`src/rtl/spi_bus_arb.sv`:
```
// spi_bus_arb: round-robin arbiter sharing one SPI master among three requesters,
// driving the wrt/cmd handshake and one active-low slave select per transaction.
module spi_bus_arb #(
  parameter int NUM_REQ = 3,
  parameter int GAP_CYC = 4,
  parameter int TO_CYC  = 4096
) (
  input  logic        clk,
  input  logic        rst,
  input  logic [2:0]  req,
  input  logic [8:0]  tgt,
  input  logic [47:0] wdata,
  output logic [2:0]  ack,
  output logic [2:0]  err,
  output logic [15:0] rdata,
  output logic        busy,
  output logic        spi_wrt,
  output logic [15:0] spi_cmd,
  input  logic        spi_done,
  input  logic [15:0] spi_rd,
  output logic        ch1_ss_n,
  output logic        ch2_ss_n,
  output logic        ch3_ss_n,
  output logic        trig_ss_n,
  output logic        EEP_ss_n
);
  localparam int TW = $clog2(TO_CYC);
  localparam int GW = $clog2(GAP_CYC) + 1;
  typedef enum logic [2:0] {IDLE, SETUP, XFER, ACK, ERR, GAP} state_t;
  state_t state, state_n;
  logic [1:0] rr_ptr, ptr_n, gnt, gnt_n, pick;
  logic [2:0] tgt_q, tgt_n, tgt_sel;
  logic [15:0] cmd_n, rd_n;
  logic [TW-1:0] to_cnt, cnt_n;
  logic [GW-1:0] gap_cnt, gap_n;
  logic [4:0] ss_n;

  function automatic logic [1:0] wrap(input logic [2:0] s);
    return (s >= 3'(NUM_REQ)) ? 2'(s - 3'(NUM_REQ)) : s[1:0];
  endfunction

  // Scan downward so the nearest set request at or after rr_ptr wins.
  always_comb begin
    pick = rr_ptr;
    for (int i = NUM_REQ - 1; i >= 0; i--)
      if (req[wrap({1'b0, rr_ptr} + 3'(i))]) pick = wrap({1'b0, rr_ptr} + 3'(i));
  end

  assign tgt_sel = tgt[3*pick +: 3];

  always_comb begin
    state_n = state;
    gnt_n   = gnt;
    tgt_n   = tgt_q;
    cmd_n   = spi_cmd;
    rd_n    = rdata;
    cnt_n   = to_cnt;
    gap_n   = gap_cnt;
    ptr_n   = rr_ptr;
    case (state)
      IDLE: if (|req) begin
        gnt_n   = pick;
        tgt_n   = tgt_sel;
        cmd_n   = wdata[16*pick +: 16];
        cnt_n   = '0;
        state_n = (tgt_sel <= 3'd4) ? SETUP : ERR;
      end
      SETUP: state_n = XFER;
      XFER: begin
        cnt_n = to_cnt + 1'b1;
        if (spi_done) begin
          rd_n    = spi_rd;
          state_n = ACK;
        end else if (to_cnt == TW'(TO_CYC - 2)) state_n = ERR;
      end
      ACK, ERR: begin
        ptr_n   = wrap({1'b0, gnt} + 3'd1);
        gap_n   = '0;
        state_n = GAP;
      end
      GAP: begin
        gap_n   = gap_cnt + 1'b1;
        state_n = (gap_cnt == GW'(GAP_CYC - 1)) ? IDLE : GAP;
      end
      default: state_n = IDLE;
    endcase
  end

  // Outputs are registered from the next-state view so they line up with the state.
  always_ff @(posedge clk) begin
    if (rst) begin
      state   <= IDLE;
      rr_ptr  <= '0;
      gnt     <= '0;
      tgt_q   <= '0;
      to_cnt  <= '0;
      gap_cnt <= '0;
      ack     <= '0;
      err     <= '0;
      rdata   <= '0;
      busy    <= 1'b0;
      spi_wrt <= 1'b0;
      spi_cmd <= '0;
      ss_n    <= '1;
    end else begin
      state   <= state_n;
      rr_ptr  <= ptr_n;
      gnt     <= gnt_n;
      tgt_q   <= tgt_n;
      to_cnt  <= cnt_n;
      gap_cnt <= gap_n;
      rdata   <= rd_n;
      spi_cmd <= cmd_n;
      ack     <= (state_n == ACK || state_n == ERR) ? 3'b001 << gnt_n : '0;
      err     <= (state_n == ERR) ? 3'b001 << gnt_n : '0;
      busy    <= state_n != IDLE;
      spi_wrt <= state == SETUP;
      ss_n    <= (state_n == SETUP || state_n == XFER) ? ~(5'b00001 << tgt_n) : '1;
    end
  end

  assign {EEP_ss_n, trig_ss_n, ch3_ss_n, ch2_ss_n, ch1_ss_n} = ss_n;
endmodule

```
`config.mk`:
```
export PLATFORM = sky130hd
export DESIGN_NAME = spi_bus_arb
export DESIGN_NICKNAME = d
export VERILOG_FILES = /design/src/rtl/spi_bus_arb.sv
export SDC_FILE = /design/constraint.sdc
export NUM_CORES = 1
export LEC_CHECK = 0
export BUFFER_PORTS_ARGS = -buffer_cell sky130_fd_sc_hd__buf_2
export CAP_MARGIN = 20
export CORE_ASPECT_RATIO = 1.75
export CORE_UTILIZATION = 45
export CTS_CLUSTER_DIAMETER = 150
export CTS_CLUSTER_SIZE = 12
export DETAILED_ROUTE_END_ITERATION = 7
export PLACE_DENSITY_LB_ADDON = 0.05
export SYNTH_ARGS = -nofsm -noshare
export SYNTH_HDL_FRONTEND = slang
export SYNTH_SLANG_ARGS = --single-unit
```
`constraint.sdc`:
```
create_clock -name clk -period 2.5 [get_ports clk]
set_input_delay 0.25 -clock clk [delete_from_list [all_inputs] [get_ports clk]]
set_output_delay 0.25 -clock clk [all_outputs]
set_load 0.02 [all_outputs]
```
==> flow_summary.toml, run 1 <==
[critical_path]
ff2ff_setup_slack_ps = -40
crit_path_end = "ack[0]"
r2r-start = "rr_ptr[0]"
worstPathArrival_ps = 2750
start_kind = "register"
worstSetupPathType = "register to register"
cp-startpoint = "rr_ptr[0]"
reg2reg_depth = 12
worstPathRequired_ps = 2710
end_kind = "register"
reg2reg_to = "ack[0]"
path_max_fanout = 6

[die]
die_x_um = 70.1
io_pins = 124
row_count = 43
die_area_sq_mm = 0.00848
die_h_um = 121
start_util_pct = 46.1
core-area_sq_mm = 0.00791

[layout]
design_area_sq_mm = 0.00526
syn_to_final_growth_pct = 44.1
nets = 677
drive_gt1_share_pct = 43.6
antenna_cells = 0
utilization_pct = 66.4

[global_routing]
antenna_found_initial = 0
grt_pass1_vias = 3713
grt_util_met3_pct = 3.32
grt_use_total_pct = 24.1
grt_max_degree = 45
grt_first_pass_wirelength_um = 16300
met2_usage_pct = 45.0
grt-busiest-layer = "met2"
use_met1_pct = 24.2
gr-total-overflow = 0

[power]
p_per_area_mw_per_mm2 = 1210
ir_drop_mv = 0.710
switching_share_pct = 40.8
comb_power_share_pct = 58.4
clock_power_share_pct = 17.4
pwr-share-seq_pct = 24.1
p_leak_nw = 2.31
power.internal_w = 0.00377
p_switching_w = 0.00260
power_w = 0.00637

[clocking]
htreeDepth = 3
cts-buffers-inserted = 9
root_buffer = "clkbuf_16"
path_clk_slew_ps = 50
insertion_delay_ps = 330
clock_path_buffers = 2
cts_tree = "built"
cts_sinks = 70

[status]
status = "complete, but fails checks"
violations = "negative setup slack"

[synth]
yosys_most_used_dff = "dfxtp_1"
synth_edf_count = 0
synth_cell_type_count = 59
syn-cell-area_sq_mm = 0.00365
ys_seq_elements = 70
yosysSeqAreaShare_pct = 38.4
synthArstFlopShare_pct = 0
avgSynthCellArea_sq_um = 8.42
synthCells = 433
synth_warnings = 0
synthesis.nets = 520

[job]
maxCapViolCount = 0

[drt]
drt-total-wl_um = 10400
antenna_left = 0
wl_per_cell_um = 15.2
viasPerCell = 5.49
drc_errors = 0
drtPass1Iterations = 5
via_count = 3755
drtIter0Drc = 150

[timing]
tightest_slew_ps = 541
finalHoldViolations = 0
max_freq_mhz = 394
period_share_pct = 101
finalCriticalPeriod_ps = 2540
grt_setup_unrepaired = "yes"
max_slew_margin_pct = 63.6
timing.final.ws_setup_ps = -36.4
finalMaxSlewViolations = 0
setup_viol = 3
fin_skew_ps = 6.37

[placed_design]
place_hpwl_um = 7220
gp_congestion = 0.856
postPlaceCellArea_sq_mm = 0.00451
portBuffers = 123

[hold_path]
hold_path.class = "input port to register"
==> metrics by stage <==
step | setup slack [ps] | setup TNS [ps] | cells | hold WS, ps
3_3_place_gp | -177 | -2910 | 652 | 439
4_1_cts | 0.127 | 0 | 672 | 146
5_1_grt | -101 | -1370 | 684 | 160
6_report | -36.4 | -103 | 684 | 151
3_5_place_dp | -281 | -5330 | 652 | 444
2_1_floorplan | 106 | 0 | 433 | 386
==> worst max-delay path, cell delays in order (launching register included) <==
cell and delay, ps:
dfxtp_2 330, inv_2 50, ha_4 170, buf_6 130
nor2b_1 140, buf_4 130, o31a_1 290, o211ai_2 230
buf_6 160, a211oi_2 50, a211o_4 390, a211oi_4 260
nor2_1 80
==> cells in the mapped netlist, drive strengths merged (2+ instances only) <==
cell / count / area [sq um]
inv: 10 / 37.5
and3: 5 / 31.3
nand3b: 2 / 15.0
a31oi: 5 / 37.5
nand4: 4 / 25.0
ha: 8 / 100
nand3: 11 / 55.1
buf: 12 / 95.1
o211ai: 4 / 35.0
a32oi: 2 / 17.5
o211a: 2 / 20.0
and2: 4 / 25.0
a211oi: 5 / 42.5
nand4b: 3 / 32.5
nor2b: 11 / 68.8
o21a: 4 / 30.0
nor3: 23 / 120
nor3b: 3 / 22.5
nor2: 60 / 225
a221oi: 16 / 196
nor4: 2 / 12.5
dfxtp: 70 / 1400
a21o: 2 / 15.0
nand2b: 3 / 18.8
clkbuf: 18 / 67.6
nand2: 55 / 214
a21oi: 37 / 193
mux2: 19 / 240
mux2i: 3 / 30.0
o21ai: 11 / 55.1
a311oi: 2 / 17.5
o31a: 3 / 26.3
==> flip-flops by register name (all words and copies together), names as in the netlist <==
name and count:
rr_ptr 2, ss_n 5, gap_cnt 3, tgt_q 3
state 3, err 3, spi_wrt 1, spi_cmd 16
to_cnt 12, ack 3, rdata 16, busy 1
gnt 2
==> repair_timing <==
action	in CTS	in global routing
gates resized for setup	25	46
buffers inserted	5	11
setup endpoints to repair	31	26
cloned	0	1
hold buffers	0	0
pin swaps	8	27
==> placed cells by master (no fill, tap or decap), types with 4 or more instances in the layout <==
| cell type | synthesis | final |
|---|---|---|
| buf_2 | 4 | 123 |
| dfxtp_1 | 70 | 68 |
| nor2_1 | 60 | 60 |
| nand2_1 | 54 | 54 |
| buf_4 | 4 | 38 |
| a21oi_1 | 35 | 34 |
| nor3_1 | 22 | 22 |
| a221oi_2 | 9 | 14 |
| mux2_4 | 7 | 12 |
| nand3_1 | 11 | 10 |
| clkbuf_16 | 0 | 10 |
| buf_6 | 4 | 9 |
| inv_1 | 10 | 8 |
| nor2b_1 | 11 | 7 |
| o21ai_0 | 8 | 7 |
| mux2_2 | 6 | 5 |
| and3_1 | 5 | 5 |
| ha_1 | 8 | 5 |
| o21a_1 | 4 | 4 |
| nand4_1 | 4 | 4 |
| a31oi_1 | 4 | 4 |
| buf_12 | 0 | 4 |
==> final cells by class <==
class	instances	area, sq um
multi-input combinational	323	2320
timing repair buffer	176	1120
sequential	70	1410
clock buffer	11	233
clock inverter	4	25.0
tap	90	113
inverter	10	37.5
fill	694	2650
==> power by group through the flow <==
stage               clock network, W  logic, W  registers [W]
global placement                   0   0.00293        0.00155
finish                       0.00111   0.00372        0.00154
detailed placement                 0   0.00295        0.00155
CTS                          0.00114   0.00315        0.00154
floorplan                          0   0.00177        0.00177
global route                 0.00118   0.00401        0.00156
==> routing by layer <==
layer / wire, um / vias to the layer above
li1: - / 1860
met1: 3950 / 1762
met2: 5760 / 106
met3: 339 / 27
met4: 376 / 0
met5: 0 / -
==> cell families (layout without fill, tap and decap cells) <==
group	count (synthesis)	count (layout)	share of synthesized area (%)
flip-flops	70	70	38.4
buffers and inverters	40	201	5.49
AND/OR/NAND/NOR	191	191	24.9
AO/OA/AOI/OAI	102	102	21.1
adder cells (fa/ha/maj)	8	8	2.74
multiplexers	22	22	7.41
==> how the worst min path moves through the flow <==
stage / cells past startpoint / endpoint / startpoint
finish: 3 / rdata[15] / spi_rd[15]
global route: 3 / rdata[15] / spi_rd[15]
CTS: 3 / rdata[15] / spi_rd[15]
detailed placement: 2 / rdata[4] / rdata[4]
global placement: 2 / rdata[4] / rdata[4]
floorplan: 2 / rdata[0] / spi_rd[0]
Note: power is estimated with default switching activity, not from simulation.
==> run 2, diff against run 1 <==
--- a/config.mk
+++ b/config.mk
@@ -12,7 +12,7 @@
 export CTS_CLUSTER_DIAMETER = 150
 export CTS_CLUSTER_SIZE = 12
 export DETAILED_ROUTE_END_ITERATION = 7
-export PLACE_DENSITY_LB_ADDON = 0.05
+export PLACE_DENSITY = 0.75
 export SYNTH_ARGS = -nofsm -noshare
 export SYNTH_HDL_FRONTEND = slang
 export SYNTH_SLANG_ARGS = --single-unit
==> run 2 against run 1 <==
Compared with the run above:
- the run now ends clean
- final area decreased by 6.0%
- critical path type unchanged
- die area unchanged
- combinational power decreased by 16%
- setup slack improved by 73 ps
- maximum frequency increased by 3.0%
==> flow_summary.toml, run 2 (synthesized netlist as in run 1, its figures left out) <==
[status]
status = "finished, final reports clean"

[clocking]
clock_path_buffers = 2
cts_hold_buf = 0
htreeDepth = 3
root_buffer = "clkbuf_16"
cts-buffers-inserted = 9
cts_tree = "built"
insertion_delay_ps = 330
path_clk_slew_ps = 50
cts_sinks = 70

[timing]
finalHoldViolations = 0
whs_ps = 158
finalMaxSlewViolations = 0
setup_viol = 0
fin_skew_ps = 4.49
finalCriticalPeriod_ps = 2460
tns_ps = 0
max_freq_mhz = 406
period_share_pct = 98.5
tightest_slew_ps = 655
max_slew_margin_pct = 56.3

[drt]
viasPerCell = 5.66
via_count = 3735
drc_errors = 0
drt-total-wl_um = 10400
wl_per_cell_um = 15.7
drtIter0Drc = 197
antenna_left = 0
drtPass1Iterations = 4

[critical_path]
worstPathRequired_ps = 2710
worstSetupPathType = "register to register"
path_max_fanout = 8
worstPathArrival_ps = 2670
start_kind = "register"
end_kind = "register"

[layout]
design_area_sq_mm = 0.00494
fill_cells = 696
instances_no_fill = 660
mostFrequentLayoutCells = "buf_2, dfxtp_1, nor2_1, nand2_1, a21oi_1"
reg.largest.list = "rdata: 16 flops, spi_cmd: 16 flops, to_cnt: 12 flops"
nets = 653
syn_to_final_growth_pct = 35.5
drive_gt1_share_pct = 38.6
antenna_cells = 0
final_common_cell = "buf_2"

[placed_design]
portBuffers = 123
postPlaceCellArea_sq_mm = 0.00440
placedCellCount = 638
place_hpwl_um = 7080
gp_congestion = 0.907

[global_routing]
grt_first_pass_wirelength_um = 16000
grt_pass1_vias = 3476
gr-total-overflow = 0
grt_max_degree = 63
antenna_found_initial = 0
grt_use_total_pct = 23.7

[die]
row_count = 43
core-area_sq_mm = 0.00791
die_h_um = 121
die_area_sq_mm = 0.00848
die_x_um = 70.1
io_pins = 124
start_util_pct = 46.1

[hold_path]
hold_path.class = "input port to register"

[power]
ir_drop_mv = 0.657
power_w = 0.00591
p_per_area_mw_per_mm2 = 1200
p_leak_nw = 2.14

[job]
maxCapViolCount = 0
run 2: area by class of cell:
class	count	area (sq um)	area share (%)
Inverter	10	37.5	0.759
Sequential cell	70	1410	28.5
Timing Repair Buffer	152	857	17.3
Clock inverter	4	47.5	0.962
Multi-Input combinational cell	323	2240	45.3
Tap cell	90	113	2.28
Clock buffer	11	243	4.91
run 2: timing repair:
action	in CTS	in global routing
setup endpoints to repair	29	32
buffers inserted	0	7
pin swaps	0	10
resized for setup	6	35
run 2: worst paths after layout:
kind                                  end  slack (ps)  cells past startpoint  startpoint
worst max-delay path               ack[2]          40                     10   rr_ptr[1]
worst min-delay path            rdata[10]         160                      3  spi_rd[10]
worst max register to register     ack[2]          40                     10   rr_ptr[1]
worst min register to register  rdata[15]         450                      2   rdata[15]
run 2: worst max-delay path: stages, from the launching register on:
cell,delay [ps]
dfxtp_4,360
inv_1,130
ha_4,210
buf_4,130
nor2_1,50
a32oi_2,310
o211a_1,340
nor4_4,90
a211o_4,360
a211oi_4,280
nor2_1,80
run 2: stage by stage:
| stage | worst slack, ps | utilization [%] |
|---|---|---|
| 3_3_place_gp | -64.0 | 55.7 |
| 3_5_place_dp | -130 | 55.7 |
| 6_report | 36.8 | 62.5 |
| 5_1_grt | -54.3 | 62.5 |
| 2_1_floorplan | 106 | - |
| 4_1_cts | 14.2 | 59.8 |
run 2: metal layers:
metal	wire length [um]	GRT usage, %
met1	3890	25.6
met2	5610	42.8
met3	477	4.65
met4	409	12.6
met5	0	0
run 2: power breakdown:
group | leakage, nW | internal [W] | switching (W)
clock | 0.141 | 0.000789 | 0.000447
combinational | 1.42 | 0.00130 | 0.00183
sequential | 0.572 | 0.00138 | 0.000159
